**src/rtl/motor_ramp_ctrl.sv**
```systemverilog
`default_nettype none
// ============================================================================
// Module   : motor_ramp_ctrl
// Purpose  : NCH-channel motor drive stage with slew-rate limiting and safe
//            reversal. Each channel's duty moves toward its clamped target by
//            at most STEP per ramp tick. A direction change first ramps to 0,
//            then coasts (IN=2'b00) for DEAD_TICKS ticks, then takes the new
//            direction. estop forces every channel to coast at duty 0 on the
//            next clk.
// Ports    : clk       in   system clock
//            rst       in   asynchronous active-high reset
//            tgt_duty  in   per-channel target duty, ch i at [i*DUTY_W +: DUTY_W]
//            tgt_dir   in   per-channel target direction (1 = fwd, 0 = rev)
//            estop     in   level-sensitive emergency stop, all channels
//            duty_out  out  per-channel applied duty, to motor_pwm
//            dir_in    out  per-channel H-bridge IN pair [2i+1:2i]
//                           (fwd 2'b10, rev 2'b01, coast 2'b00)
//            settled   out  channel at its clamped target in its target dir
// Revision : 1.0  initial release
// ============================================================================
module motor_ramp_ctrl #(
   parameter int NCH        = 2,
   parameter int DUTY_W     = 10,
   parameter int MAX_DUTY   = 1000,
   parameter int STEP       = 50,
   parameter int TICK_DIV   = 100000,
   parameter int DEAD_TICKS = 2
) (
   input  logic                  clk,
   input  logic                  rst,
   input  logic [NCH*DUTY_W-1:0] tgt_duty,
   input  logic [NCH-1:0]        tgt_dir,
   input  logic                  estop,
   output logic [NCH*DUTY_W-1:0] duty_out,
   output logic [2*NCH-1:0]      dir_in,
   output logic [NCH-1:0]        settled
);

   localparam int CNT_W = (TICK_DIV > 1) ? $clog2(TICK_DIV) : 1;
   localparam int DC_W  = (DEAD_TICKS > 1) ? $clog2(DEAD_TICKS + 1) : 1;

   localparam logic [CNT_W-1:0]  TICK_LAST = CNT_W'(TICK_DIV - 1);
   localparam logic [DUTY_W-1:0] MAX_D     = DUTY_W'(MAX_DUTY);
   localparam logic [DUTY_W-1:0] STEP_D    = DUTY_W'(STEP);
   localparam logic [DC_W-1:0]   DEAD_D    = DC_W'(DEAD_TICKS);
   localparam logic [DC_W-1:0]   DEAD_ONE  = DC_W'(1);

   localparam logic [1:0] IN_FWD   = 2'b10;
   localparam logic [1:0] IN_REV   = 2'b01;
   localparam logic [1:0] IN_COAST = 2'b00;

   typedef enum logic [1:0] {
      ST_RUN    = 2'd0,
      ST_RAMPDN = 2'd1,
      ST_DEAD   = 2'd2
   } state_t;

   // ---------------------------------------------------------------------
   // Shared ramp tick: one-cycle pulse every TICK_DIV clocks, free-running
   // regardless of estop so all channels stay phase-locked to one timebase.
   // ---------------------------------------------------------------------
   logic [CNT_W-1:0] tick_cnt;
   logic             tick;

   assign tick = (tick_cnt == TICK_LAST);

   always_ff @(posedge clk or posedge rst) begin
      if (rst)       tick_cnt <= '0;
      else if (tick) tick_cnt <= '0;
      else           tick_cnt <= tick_cnt + CNT_W'(1);
   end

   // ---------------------------------------------------------------------
   // Per-channel ramp / reversal FSM
   // ---------------------------------------------------------------------
   for (genvar i = 0; i < NCH; i++) begin : g_ch
      state_t            state, state_nxt;
      logic [DUTY_W-1:0] duty, duty_nxt;
      logic [DUTY_W-1:0] tgt_raw, tgt_c, gap, gap_step, down_step;
      logic              cur_dir, cur_dir_nxt;
      logic [DC_W-1:0]   dead_cnt, dead_cnt_nxt;
      logic [1:0]        in_r;
      logic              settled_r;

      assign tgt_raw   = tgt_duty[i*DUTY_W +: DUTY_W];
      assign tgt_c     = (tgt_raw > MAX_D) ? MAX_D : tgt_raw;
      assign gap       = (tgt_c > duty) ? (tgt_c - duty) : (duty - tgt_c);
      assign gap_step  = (gap > STEP_D) ? STEP_D : gap;      // never overshoot
      assign down_step = (duty > STEP_D) ? STEP_D : duty;    // never below 0

      always_comb begin
         state_nxt    = state;
         duty_nxt     = duty;
         cur_dir_nxt  = cur_dir;
         dead_cnt_nxt = dead_cnt;
         if (estop) begin
            // Checked before tick: estop acts every clk and wins over a tick.
            state_nxt    = ST_DEAD;
            duty_nxt     = '0;
            dead_cnt_nxt = DEAD_D;
         end else if (tick) begin
            case (state)
               ST_RUN: begin
                  if (tgt_dir[i] == cur_dir) begin
                     if (tgt_c > duty) duty_nxt = duty + gap_step;
                     else              duty_nxt = duty - gap_step;
                  end else begin
                     // Reversal request: start the ramp-down on this tick.
                     // A duty already at (or reaching) 0 goes straight to coast.
                     duty_nxt = duty - down_step;
                     if (down_step == duty) begin
                        state_nxt    = ST_DEAD;
                        dead_cnt_nxt = DEAD_D;
                     end else begin
                        state_nxt = ST_RAMPDN;
                     end
                  end
               end
               ST_RAMPDN: begin
                  // Committed to the ramp-down even if tgt_dir flips back.
                  duty_nxt = duty - down_step;
                  if (down_step == duty) begin
                     state_nxt    = ST_DEAD;
                     dead_cnt_nxt = DEAD_D;
                  end
               end
               ST_DEAD: begin
                  if (dead_cnt == DEAD_ONE) begin
                     cur_dir_nxt = tgt_dir[i];
                     state_nxt   = ST_RUN;
                  end else begin
                     dead_cnt_nxt = dead_cnt - DEAD_ONE;
                  end
               end
               default: begin
                  state_nxt    = ST_DEAD;
                  duty_nxt     = '0;
                  dead_cnt_nxt = DEAD_D;
               end
            endcase
         end
      end

      // Outputs are registered from next-state values so they line up with
      // the duty register (estop clears settled and IN on the very next clk).
      always_ff @(posedge clk or posedge rst) begin
         if (rst) begin
            state     <= ST_RUN;
            duty      <= '0;
            cur_dir   <= 1'b1;
            dead_cnt  <= '0;
            in_r      <= IN_FWD;
            settled_r <= 1'b0;
         end else begin
            state     <= state_nxt;
            duty      <= duty_nxt;
            cur_dir   <= cur_dir_nxt;
            dead_cnt  <= dead_cnt_nxt;
            in_r      <= (state_nxt == ST_DEAD) ? IN_COAST :
                         (cur_dir_nxt ? IN_FWD : IN_REV);
            settled_r <= (state_nxt == ST_RUN) && (duty_nxt == tgt_c) &&
                         (tgt_dir[i] == cur_dir_nxt);
         end
      end

      assign duty_out[i*DUTY_W +: DUTY_W] = duty;
      assign dir_in[2*i +: 2]             = in_r;
      assign settled[i]                   = settled_r;
   end

endmodule
`default_nettype wire
```
**config.mk**
```make
export PLATFORM = sky130hd
export DESIGN_NAME = motor_ramp_ctrl
export DESIGN_NICKNAME = d
export VERILOG_FILES = /design/src/rtl/motor_ramp_ctrl.sv
export SDC_FILE = /design/constraint.sdc
export NUM_CORES = 1
export LEC_CHECK = 0
export ABC_AREA = 1
export BUFFER_PORTS_ARGS = -buffer_cell sky130_fd_sc_hd__buf_2
export CAP_MARGIN = 20
export CORE_UTILIZATION = 30
export CTS_BUF_LIST = sky130_fd_sc_hd__clkbuf_16
export DETAILED_ROUTE_END_ITERATION = 7
export GPL_ROUTABILITY_DRIVEN = 0
export GPL_TIMING_DRIVEN = 0
export PLACE_DENSITY = 0.54
export SYNTH_ARGS = -nofsm -noshare
export SYNTH_HDL_FRONTEND = slang
export SYNTH_SLANG_ARGS = --single-unit
```
**constraint.sdc**
```tcl
create_clock -name clk -period 5.46 [get_ports clk]
set_clock_uncertainty 0.1 [all_clocks]
set_input_delay 1.092 -clock clk [delete_from_list [all_inputs] [get_ports clk]]
set_output_delay 1.092 -clock clk [all_outputs]
set_load 0.05 [all_outputs]
```
==> flow_metrics.env <==
export IMPL_status="finished with violations"
export IMPL_violations="DRC, setup timing"
export IMPL_synthSimpleGateAreaFrac_pct=34.23
export IMPL_row_count=54
export IMPL_p_leak_nw=4.599
export IMPL_die_area_sq_um=23320
export IMPL_clock_sink_count=53
export IMPL_ys_seq_elements=53
export IMPL_grt_pass1_wl_um=33860
export IMPL_wl_met1_um=9625
export IMPL_synth_edf_count=0
export IMPL_ys_warnings_count=0
export IMPL_grt_pass1_vias=7024
export IMPL_antenna_left=0
export IMPL_io_buffer_count=49
export IMPL_min_path_type="flip-flop to flip-flop"
export IMPL_viasPerCell=4.869
export IMPL_worstSkewPairLatency_ps=290
export IMPL_cp_slowest_cell="fa_2"
export IMPL_wl_met3_um=669
export IMPL_synth_top_cell_area_share_pct=18.00
export IMPL_path_max_fanout=8
export IMPL_worstSetupPathType="input pin to flip-flop"
export IMPL_synth_compound_area_share_pct=14.66
export IMPL_slew_headroom_pct=53.48
export IMPL_setup_viol=7
export IMPL_crit_required_ps=5580
export IMPL_drt_wl_total_um=20600
export IMPL_synthTopCellsByArea="dfrtp_1 18%, nand2_1 15%, ha_1 11%"
export IMPL_hpwl_um=16250
export IMPL_syn_area_per_cell_sq_um=6.308
export IMPL_clock_path_buffers=2
export IMPL_totalPowerFinal_mw=1.160
export IMPL_path_common_cell="nand2_1"
export IMPL_wl_per_cell_um=13.89
export IMPL_fmax_ghz=0.1702
export IMPL_tightest_slew_ps=695.3
export IMPL_initial_utilization_pct=30.93
export IMPL_setup_worst_path_start_class="input pin"
export IMPL_antenna_found_initial=0
export IMPL_grt_max_degree=38
export IMPL_async_reset_ff_share_pct=100.0
export IMPL_highest_layer="met4"
export IMPL_vias=7221
export IMPL_drtPass1Iterations=8
export IMPL_gr_total_overflow=0
export IMPL_finalCriticalPeriod_ps=5874
export IMPL_nNetsFinal=1292
export IMPL_power_density_nw_per_um2=128.2
export IMPL_max_vdd_ir_drop_v=0.0001116
export IMPL_min_period_over_period_pct=107.6
export IMPL_synth_fa_ha_area_share_pct=12.60
export IMPL_synthMuxAreaShare_pct=0
export IMPL_cpPeakStageDelay_ps=380
export IMPL_netlist_area_sq_um=6813
export IMPL_synth_cell_types=55
export IMPL_cp_arrival_ps=5990
export IMPL_hold_violations=0
export IMPL_first_iter_violations=315
export IMPL_synth_xor_area_share_pct=5.638
export IMPL_setup_worst_path_end_class="flip-flop"
export IMPL_die_y_um=152.7
export IMPL_core_area_sq_um=22030
export IMPL_holdWs_ps=369.8
export IMPL_wl_met2_um=9866
export IMPL_ys_seq_area_share_pct=19.54
export IMPL_drcViolationCount=2
export IMPL_rsz0062_at_grt="true"
export IMPL_die_x_um=152.7
export IMPL_ys_flop_type="dfrtp_1"
export IMPL_final_common_cell="nand2_1"
export IMPL_cts_clk_slew_worst_paths_ps=70
export IMPL_drv_cap=0
export IMPL_cts_tree="yes"
export IMPL_cts_made_buffers=5
export IMPL_cts_htree_levels=2
export IMPL_synth_top_family_by_area="simple AND/OR/NAND/NOR gates"
export IMPL_area_growth_pct=32.89
export IMPL_num_antenna_cells=0
export IMPL_pin_count=51
export IMPL_synth_area_leader_cell="dfrtp_1"
export IMPL_slew_violations=0
export IMPL_drive_gt1_share_pct=28.51
export IMPL_setup_slack_ps=-414.3
export IMPL_synth_cells=1080
export IMPL_grt_use_total_pct=17.69
export IMPL_mostFrequentLayoutCells="229 x nand2_1, 177 x inv_1, 77 x nor2_1, 67 x buf_4, 51 x nand3_1"
export IMPL_ctsRootBufferMaster="clkbuf_16"
## path summary, 6_finish.rpt
check | startpoint | slack, ps | to | cells past startpoint
setup reg to reg | g_ch[0].duty[1] | 160 | g_ch[0].settled_r | 37
hold reg to reg | tick_cnt[16] | 370 | tick_cnt[16] | 1
max in group asynchronous | rst | 3980 | g_ch[0].in_r[1] | 3
setup / recovery | tgt_duty[1] | -410 | g_ch[0].settled_r | 45
min in group asynchronous | rst | 680 | g_ch[1].duty[5] | 2
hold / removal | tick_cnt[16] | 370 | tick_cnt[16] | 1
## where the power goes
group / total [mW] / switching (mW) / internal [mW]
clock: 0.357 / 0.143 / 0.214
combinational: 0.407 / 0.238 / 0.169
sequential: 0.396 / 0.00111 / 0.395
## repair_timing
item                                    CTS  global route
setup buffers                            48            19
hold endpoints to repair                  0             0
endpoints found under the setup margin   14            13
hold buffers                              0             0
pin swaps                                79            62
gates resized for setup                 140            62
## metrics by stage
stage	utilization, %	setup TNS (ps)	setup WS (ps)	std cells	cell area, sq um
final	41.10	-1256	-414.3	1483	9054
after global placement	34.46	-10120	-1262	1410	7590
after CTS	39.38	-924.8	-458.9	1465	8673
after detailed placement	34.55	-10220	-1325	1411	7610
after global routing	41.10	-4188	-837.1	1483	9054
after floorplan	-	-331.6	-284.8	1081	6994
## sequential cells by signal (all words and copies together) (netlist names)
name            count
g_ch.dead_cnt       4
g_ch.state          4
g_ch.in_r           4
g_ch.duty          20
g_ch.settled_r      2
tick_cnt           17
g_ch.cur_dir        2
## cell families after synthesis
group | after synthesis
compound gates | 173
xor+xnor | 43
fa+ha+maj | 65
buf+inv | 228
flops | 53
other cells | 1
simple gates | 517
## final cells by class
| type | instances | area, sq um |
|---|---|---|
| Fill cell | 2297 | 12970 |
| Multi-Input combinational cell | 800 | 5400 |
| Clock buffer | 5 | 125.1 |
| Clock inverter | 3 | 37.54 |
| Timing Repair Buffer | 116 | 883.3 |
| Sequential cell | 53 | 1331 |
| Tap cell | 280 | 350.3 |
| Inverter | 204 | 780.7 |
| Buffer | 22 | 145.1 |
## Yosys cell counts, types with 8 or more instances
cell	n
nand2_1	273
inv_1	196
nor2_1	92
nand3_1	65
a21oi_1	59
ha_1	59
o21ai_0	56
dfrtp_1	49
xor2_1	33
clkbuf_1	12
nand3_2	12
nand2_2	11
nand4_1	11
or2_2	11
nor3_1	10
o21ai_1	9
o221ai_1	9
xnor2_1	9
o22ai_1	8
## worst max-delay path: cells and delay by family
kind,cells,cell delay (ps)
and+or+nand+nor,26,2370
adders and majority gates,4,980
buffers and inverters,5,420
AOI/OAI and AO/OA,9,980
xor gates and xnor gates,1,150
## routing by layer
| metal | global-route usage [%] | vias to the layer above |
|---|---|---|
| li1 | - | 3694 |
| met1 | 23.39 | 3353 |
| met2 | 31.02 | 140 |
| met3 | 1.507 | 34 |
| met4 | 4.137 | 0 |
| met5 | 0 | - |
No activity file was read; power rests on OpenSTA's default activity.
